## config.mk

```make
export PLATFORM = sky130hd
export DESIGN_NAME = debug_cmd_sequencer
export DESIGN_NICKNAME = d
export VERILOG_FILES = /design/src/rtl/debug_cmd_sequencer.sv
export SDC_FILE = /design/constraint.sdc
export NUM_CORES = 1
export LEC_CHECK = 0
export BUFFER_PORTS_ARGS = -buffer_cell sky130_fd_sc_hd__buf_4
export CORE_AREA = 2 2 170 105
export CTS_BUF_LIST = sky130_fd_sc_hd__clkbuf_8
export CTS_CLUSTER_SIZE = 8
export DETAILED_ROUTE_END_ITERATION = 16
export DIE_AREA = 0 0 172 107
export PLACE_DENSITY = 0.55
export SYNTH_ARGS = -nofsm -noshare
export SYNTH_HDL_FRONTEND = slang
export SYNTH_SLANG_ARGS = --single-unit
```

## constraint.sdc

```tcl
create_clock -name i_clk -period 5.1 [get_ports i_clk]
set_clock_uncertainty 0.05 [all_clocks]
set_input_delay 1.02 -clock i_clk [delete_from_list [all_inputs] [get_ports i_clk]]
set_output_delay 1.02 -clock i_clk [all_outputs]
set_load 0.05 [all_outputs]
```

## src/rtl/debug_cmd_sequencer.sv

```systemverilog
// debug_cmd_sequencer: UART command decoder that loads instruction memory,
// controls run/step/stop of the pipeline and dumps pipeline state bytes.
module debug_cmd_sequencer #(
    parameter int MAX_INSTRUCTION = 64,
    parameter int ADDR_WIDTH      = 6
) (
    input  logic                  i_clk,
    input  logic                  i_rst,
    input  logic [7:0]            i_rx_data,
    input  logic                  i_rx_valid,
    output logic [7:0]            o_tx_data,
    output logic                  o_tx_start,
    input  logic                  i_tx_done,
    output logic                  o_imem_we,
    output logic [ADDR_WIDTH-1:0] o_imem_addr,
    output logic [31:0]           o_imem_wdata,
    output logic                  o_cpu_rst,
    output logic                  o_cpu_stall,
    input  logic                  i_halt,
    output logic [2:0]            o_dump_sel,
    output logic [6:0]            o_dump_idx,
    input  logic [7:0]            i_dump_byte,
    output logic                  o_step_mode,
    output logic [3:0]            o_state
);
    typedef enum logic [3:0] {
        IDLE       = 4'd0,
        LOAD_CNT   = 4'd1,
        LOAD_BYTE  = 4'd2,
        LOAD_WRITE = 4'd3,
        DUMP_REQ   = 4'd4,
        DUMP_WAIT  = 4'd5,
        SEND_READY = 4'd6
    } state_t;

    localparam int NW = ADDR_WIDTH + 1;

    state_t                state_q, state_d;
    logic [7:0]            tx_data_q, tx_data_d;
    logic                  tx_start_q, tx_start_d;
    logic                  imem_we_q, imem_we_d;
    logic [ADDR_WIDTH-1:0] imem_addr_q, imem_addr_d;
    logic [31:0]           imem_wdata_q, imem_wdata_d;
    logic                  cpu_rst_q, cpu_rst_d;
    logic                  cpu_stall_q, cpu_stall_d;
    logic                  step_mode_q, step_mode_d;
    logic [2:0]            dump_sel_q, dump_sel_d;
    logic [6:0]            dump_idx_q, dump_idx_d, last_idx;
    logic                  running_q, running_d;
    logic                  halted_q, halted_d;
    logic                  sent_q, sent_d;
    logic                  step;
    logic [NW-1:0]         n_q, n_d, wcnt_q, wcnt_d;
    logic [1:0]            bcnt_q, bcnt_d;
    logic [23:0]           wbuf_q, wbuf_d;

    // index of the final byte of each dump source (length minus one)
    always_comb
        last_idx = (dump_sel_q == 3'd1) ? 7'd127 :
                   (dump_sel_q == 3'd2) ? 7'd7   :
                   (dump_sel_q == 3'd3) ? 7'd16  :
                   (dump_sel_q == 3'd4) ? 7'd9   : 7'd8;

    always_comb begin
        state_d      = state_q;
        tx_data_d    = tx_data_q;
        tx_start_d   = 1'b0;
        imem_we_d    = 1'b0;
        imem_addr_d  = imem_addr_q;
        imem_wdata_d = imem_wdata_q;
        cpu_rst_d    = cpu_rst_q;
        step_mode_d  = step_mode_q;
        dump_sel_d   = dump_sel_q;
        dump_idx_d   = dump_idx_q;
        running_d    = running_q;
        halted_d     = halted_q || (i_halt && running_q);
        sent_d       = sent_q;
        step         = 1'b0;
        n_d          = n_q;
        wcnt_d       = wcnt_q;
        bcnt_d       = bcnt_q;
        wbuf_d       = wbuf_q;
        case (state_q)
            IDLE: if (i_rx_valid) begin
                case (i_rx_data)
                    8'h01, 8'h02, 8'h03, 8'h04, 8'h05: begin
                        dump_sel_d = i_rx_data[2:0];
                        dump_idx_d = 7'd0;
                        state_d    = DUMP_REQ;
                    end
                    8'h07: begin
                        cpu_rst_d = 1'b1;
                        running_d = 1'b0;
                        halted_d  = 1'b0;
                        state_d   = LOAD_CNT;
                    end
                    8'h08: begin
                        step_mode_d = 1'b0;
                        running_d   = running_q || !cpu_rst_q;
                    end
                    8'h09: step_mode_d = 1'b1;
                    8'h0A: step = running_q && step_mode_q && !halted_q;
                    8'h0B: running_d = 1'b0;
                    8'h0D: begin
                        cpu_rst_d = 1'b0;
                        running_d = 1'b1;
                    end
                    default: ;
                endcase
            end
            LOAD_CNT: if (i_rx_valid) begin
                n_d     = (32'(i_rx_data) > MAX_INSTRUCTION) ? NW'(MAX_INSTRUCTION) : NW'(i_rx_data);
                wcnt_d  = '0;
                bcnt_d  = 2'd0;
                state_d = (i_rx_data == 8'h00) ? SEND_READY : LOAD_BYTE;
            end
            // bytes shift in from the top so the first one lands in bits [7:0]
            LOAD_BYTE: if (i_rx_valid) begin
                wbuf_d = {i_rx_data, wbuf_q[23:8]};
                bcnt_d = bcnt_q + 2'd1;
                if (bcnt_q == 2'd3) begin
                    imem_we_d    = 1'b1;
                    imem_addr_d  = wcnt_q[ADDR_WIDTH-1:0];
                    imem_wdata_d = {i_rx_data, wbuf_q};
                    state_d      = LOAD_WRITE;
                end
            end
            LOAD_WRITE: begin
                wcnt_d  = wcnt_q + 1'b1;
                state_d = (wcnt_q == n_q - 1'b1) ? SEND_READY : LOAD_BYTE;
            end
            DUMP_REQ: begin
                tx_data_d  = i_dump_byte;
                tx_start_d = 1'b1;
                state_d    = DUMP_WAIT;
            end
            DUMP_WAIT: if (i_tx_done) begin
                dump_idx_d = dump_idx_q + 7'd1;
                state_d    = (dump_idx_q < last_idx) ? DUMP_REQ : SEND_READY;
            end
            SEND_READY: begin
                tx_data_d = 8'h52;
                if (!sent_q) begin
                    tx_start_d = 1'b1;
                    sent_d     = 1'b1;
                end else if (i_tx_done) begin
                    sent_d  = 1'b0;
                    state_d = IDLE;
                end
            end
            default: state_d = IDLE;
        endcase
        cpu_stall_d = !((running_d && !step_mode_d && !halted_d) || step);
    end

    always_ff @(posedge i_clk or posedge i_rst) begin
        if (i_rst) begin
            state_q      <= IDLE;
            tx_data_q    <= 8'h00;
            tx_start_q   <= 1'b0;
            imem_we_q    <= 1'b0;
            imem_addr_q  <= '0;
            imem_wdata_q <= 32'h0;
            cpu_rst_q    <= 1'b1;
            cpu_stall_q  <= 1'b1;
            step_mode_q  <= 1'b0;
            dump_sel_q   <= 3'd0;
            dump_idx_q   <= 7'd0;
            running_q    <= 1'b0;
            halted_q     <= 1'b0;
            sent_q       <= 1'b0;
            n_q          <= '0;
            wcnt_q       <= '0;
            bcnt_q       <= 2'd0;
            wbuf_q       <= 24'h0;
        end else begin
            state_q      <= state_d;
            tx_data_q    <= tx_data_d;
            tx_start_q   <= tx_start_d;
            imem_we_q    <= imem_we_d;
            imem_addr_q  <= imem_addr_d;
            imem_wdata_q <= imem_wdata_d;
            cpu_rst_q    <= cpu_rst_d;
            cpu_stall_q  <= cpu_stall_d;
            step_mode_q  <= step_mode_d;
            dump_sel_q   <= dump_sel_d;
            dump_idx_q   <= dump_idx_d;
            running_q    <= running_d;
            halted_q     <= halted_d;
            sent_q       <= sent_d;
            n_q          <= n_d;
            wcnt_q       <= wcnt_d;
            bcnt_q       <= bcnt_d;
            wbuf_q       <= wbuf_d;
        end
    end

    assign o_tx_data    = tx_data_q;
    assign o_tx_start   = tx_start_q;
    assign o_imem_we    = imem_we_q;
    assign o_imem_addr  = imem_addr_q;
    assign o_imem_wdata = imem_wdata_q;
    assign o_cpu_rst    = cpu_rst_q;
    assign o_cpu_stall  = cpu_stall_q;
    assign o_step_mode  = step_mode_q;
    assign o_dump_sel   = dump_sel_q;
    assign o_dump_idx   = dump_idx_q;
    assign o_state      = state_q;
endmodule

```

==> impl_metrics.env <==
export IMPL_status="finished, final reports clean"
export IMPL_clock_fmax_mhz=331
export IMPL_met3_usage=0.0377
export IMPL_port_buffers=84
export IMPL_wl_per_cell_um=14.8
export IMPL_ys_seq_area_frac=0.540
export IMPL_p_leak_uw=0.00291
export IMPL_route_detailed_drc=0
export IMPL_end_kind="flip-flop"
export IMPL_root_buffer="clkbuf_8"
export IMPL_final_min_clock_period_ns=3.02
export IMPL_ant_nets=0
export IMPL_synth_main_ff_cell="dfrtp_1"
export IMPL_yosys_warnings=0
export IMPL_cts_tree="yes"
export IMPL_cts_htree_levels=3
export IMPL_row_count=37
export IMPL_path_cells="inv_1 -> nor3_4 -> buf_4 -> nand2_2 -> mux2_1"
export IMPL_crit_type="reg2reg"
export IMPL_reg2regPathDepth=5
export IMPL_yosys_top_cells_area="dfrtp_1, mux2_2, o21ai_0, nand2_1, ha_1"
export IMPL_design_core_area_um2=16900
export IMPL_final_setup_viol_count=0
export IMPL_arrival_ns=3.25
export IMPL_grt_util_met1=0.180
export IMPL_power_frac_comb=0.356
export IMPL_track_usage=0.125
export IMPL_slowest_delay_ns=0.85
export IMPL_final_nets=524
export IMPL_yosys_area_top_type="dfrtp_1"
export IMPL_grt_pass1_vias=3483
export IMPL_maxSlewHeadroom=0.322
export IMPL_p_sw_uw=1270
export IMPL_antenna_found_initial=0
export IMPL_min_period_over_period=0.593
export IMPL_synth_top_area_frac=0.529
export IMPL_tightest_slew_ns=1.01
export IMPL_vdd_drop_max_mv=0.153
export IMPL_utilization=0.358
export IMPL_vias_per_cell=4.68
export IMPL_power_frac_clock=0.190
export IMPL_reg2reg_from="o_state[1]$_DFFE_PP0P_"
export IMPL_first_pass_iters=4
export IMPL_r2r_end="o_imem_addr[1]$_DFFE_PP0P_"
export IMPL_grt_pass1_wl_um=18300
export IMPL_sequentialPowerShare=0.454
export IMPL_pwr_density_cell_nw_per_um2=499
export IMPL_final_cells=734
export IMPL_synth_nets=455
export IMPL_swShare=0.421
export IMPL_cts_made_buffers=9
export IMPL_die_h_um=107
export IMPL_finalPower_uw=3010
export IMPL_post_cts_buffers=0
export IMPL_dieArea_um2=18400
export IMPL_crit_fanout=40
export IMPL_dr_total_vias=3432
export IMPL_drt_initial_drc_count=219
export IMPL_busiest_layer="met2"
export IMPL_overflow=0
export IMPL_ys_async_sr_fraction=1.00
export IMPL_synth_edf_count=0
export IMPL_hold_viol=0
export IMPL_avgSynthCellArea_um2=11.7
export IMPL_critPathSlowestCell="dfrtp_1"
export IMPL_syn_inst=426
export IMPL_ios=86
export IMPL_initial_core_util=0.295
export IMPL_dp_hpwl_um=7450
export IMPL_hold_start="o_tx_data[6]$_DFFE_PP0P_"
export IMPL_worstHoldEndpoint="o_tx_data[6]$_DFFE_PP0P_"
export IMPL_clock_path_buffers=2
export IMPL_grt_max_degree=67
export IMPL_insertedDiodeCount=0
export IMPL_drv_slew=0
export IMPL_dp_cells=718
export IMPL_synth_area_um2=4970
export IMPL_drt_total_wl_um=10900
export IMPL_cap_violations=0
export IMPL_cts_hold_buf=0
export IMPL_cp_start_kind="flip-flop"
export IMPL_clkTransAtPathRegs_ns=0.12
export IMPL_yosysUniqueCellTypes=58
export IMPL_holdPathStages=2
export IMPL_cp_required_ns=5.32
export IMPL_synth_seq_cells=107
export IMPL_area_delta_synth_final_pct=21.4
export IMPL_fin_tns_setup_ns=0
export IMPL_routabilityCongestion=0.785
export IMPL_post_cts_resized=0
export IMPL_reg2reg_slack_ns=2.08
export IMPL_die_w_um=172
export IMPL_hold_path_class="reg2reg"
export IMPL_use_met2=0.187
export IMPL_clock_latency_ns=0.39
export IMPL_rsz0062_at_grt="no"
export IMPL_drive_gt1_frac=0.354
export IMPL_p_int_uw=1740
export IMPL_clock_sinks=107
## area by class of cell
cell class / count / area, um^2
clock buffer: 9 / 124
clock inverter: 7 / 108
fill: 1712 / 10800
inverter: 6 / 25.0
multi-input combinational: 285 / 2150
sequential: 107 / 2680
tap: 234 / 293
timing repair buffer: 86 / 646
## worst max path at each step
stage	start	end	slack, ns
after floorplan	i_rst	bcnt_q[0]$_DFFE_PP0P_	1.22
after global placement	i_rx_valid	o_imem_addr[2]$_DFFE_PP0P_	1.99
after detailed placement	i_rx_valid	o_imem_addr[1]$_DFFE_PP0P_	1.89
after CTS	o_state[1]$_DFFE_PP0P_	o_imem_addr[1]$_DFFE_PP0P_	2.00
after global routing	o_state[1]$_DFFE_PP0P_	o_imem_addr[1]$_DFFE_PP0P_	1.84
final	o_state[1]$_DFFE_PP0P_	o_imem_addr[1]$_DFFE_PP0P_	2.08
## metal layers
| layer | wire [um] | vias up |
|---|---|---|
| li1 | - | 1655 |
| met1 | 5560 | 1698 |
| met2 | 4640 | 69 |
| met3 | 545 | 10 |
| met4 | 107 | 0 |
| met5 | 0 | - |
## cell usage after synthesis, types with 3 or more instances
cell type,n
xnor2_1,8
nand2_1,36
nand4_1,8
nand4b_1,3
nor4_1,5
o21ai_0,31
mux2_1,3
inv_1,6
nand3_1,13
mux2_2,66
clkbuf_1,24
ha_1,8
a21oi_1,7
nand2b_1,13
a211oi_1,3
dfrtp_1,105
nor3_1,7
nor2_1,19
xor2_1,11
nand3b_1,3
## power groups by stage
stage | sequential [uW] | clock [uW] | combinational [uW]
2_1_floorplan | 1490 | 0 | 655
3_3_place_gp | 1370 | 0 | 1050
3_5_place_dp | 1390 | 0 | 1080
4_1_cts | 1370 | 598 | 1080
5_1_grt | 1420 | 632 | 1190
6_report | 1370 | 572 | 1070
## metrics by stage
step / cell area, um^2 / hold slack (ns) / worst slack, ns
final: 6030 / 0.447 / 2.08
after CTS: 6030 / 0.455 / 2.00
after floorplan: 4970 / 0.411 / 1.22
after global placement: 5800 / 0.417 / 1.99
after detailed placement: 5800 / 0.425 / 1.89
after global routing: 6030 / 0.471 / 1.84
## critical path, delay by kind of cell, from the launching register on
kind                   cells  cell delay [ns]
flip-flops                 1             0.85
buffers and inverters      2             0.59
AND/OR/NAND/NOR            2             0.87
multiplexers               1             0.56
## cells by family after synthesis
logic type	count (synthesis)	synth area share
XOR/XNOR	20	0.0380
AND/OR/NAND/NOR	124	0.136
buffers and inverters	34	0.0282
AO/OA/AOI/OAI	63	0.0809
adder cells (fa/ha/maj)	8	0.0202
other	1	0.000755
multiplexers	69	0.156
flip-flops	107	0.540
## state kept, by name, summed over array words and instances (netlist names), 2 cells and up
register	count
o_imem_addr	6
bcnt_q	2
n_q	7
o_dump_idx	7
o_dump_sel	3
wbuf_q	24
o_imem_wdata	32
o_tx_data	8
wcnt_q	7
o_state	3
## cells in the final DEF (no fill, tap or decap), drive strengths merged, types with 8 or more instances in the layout
| master | instances |
|---|---|
| dfrtp | 105 |
| buf | 86 |
| mux2 | 69 |
| nand2 | 36 |
| o21ai | 31 |
| nor2 | 19 |
| nand2b | 13 |
| nand3 | 13 |
| xor2 | 11 |
| inv | 10 |
| clkbuf | 9 |
| nand4 | 8 |
| xnor2 | 8 |
| ha | 8 |
| nor3 | 8 |
Power figures use the tool's default switching activity.
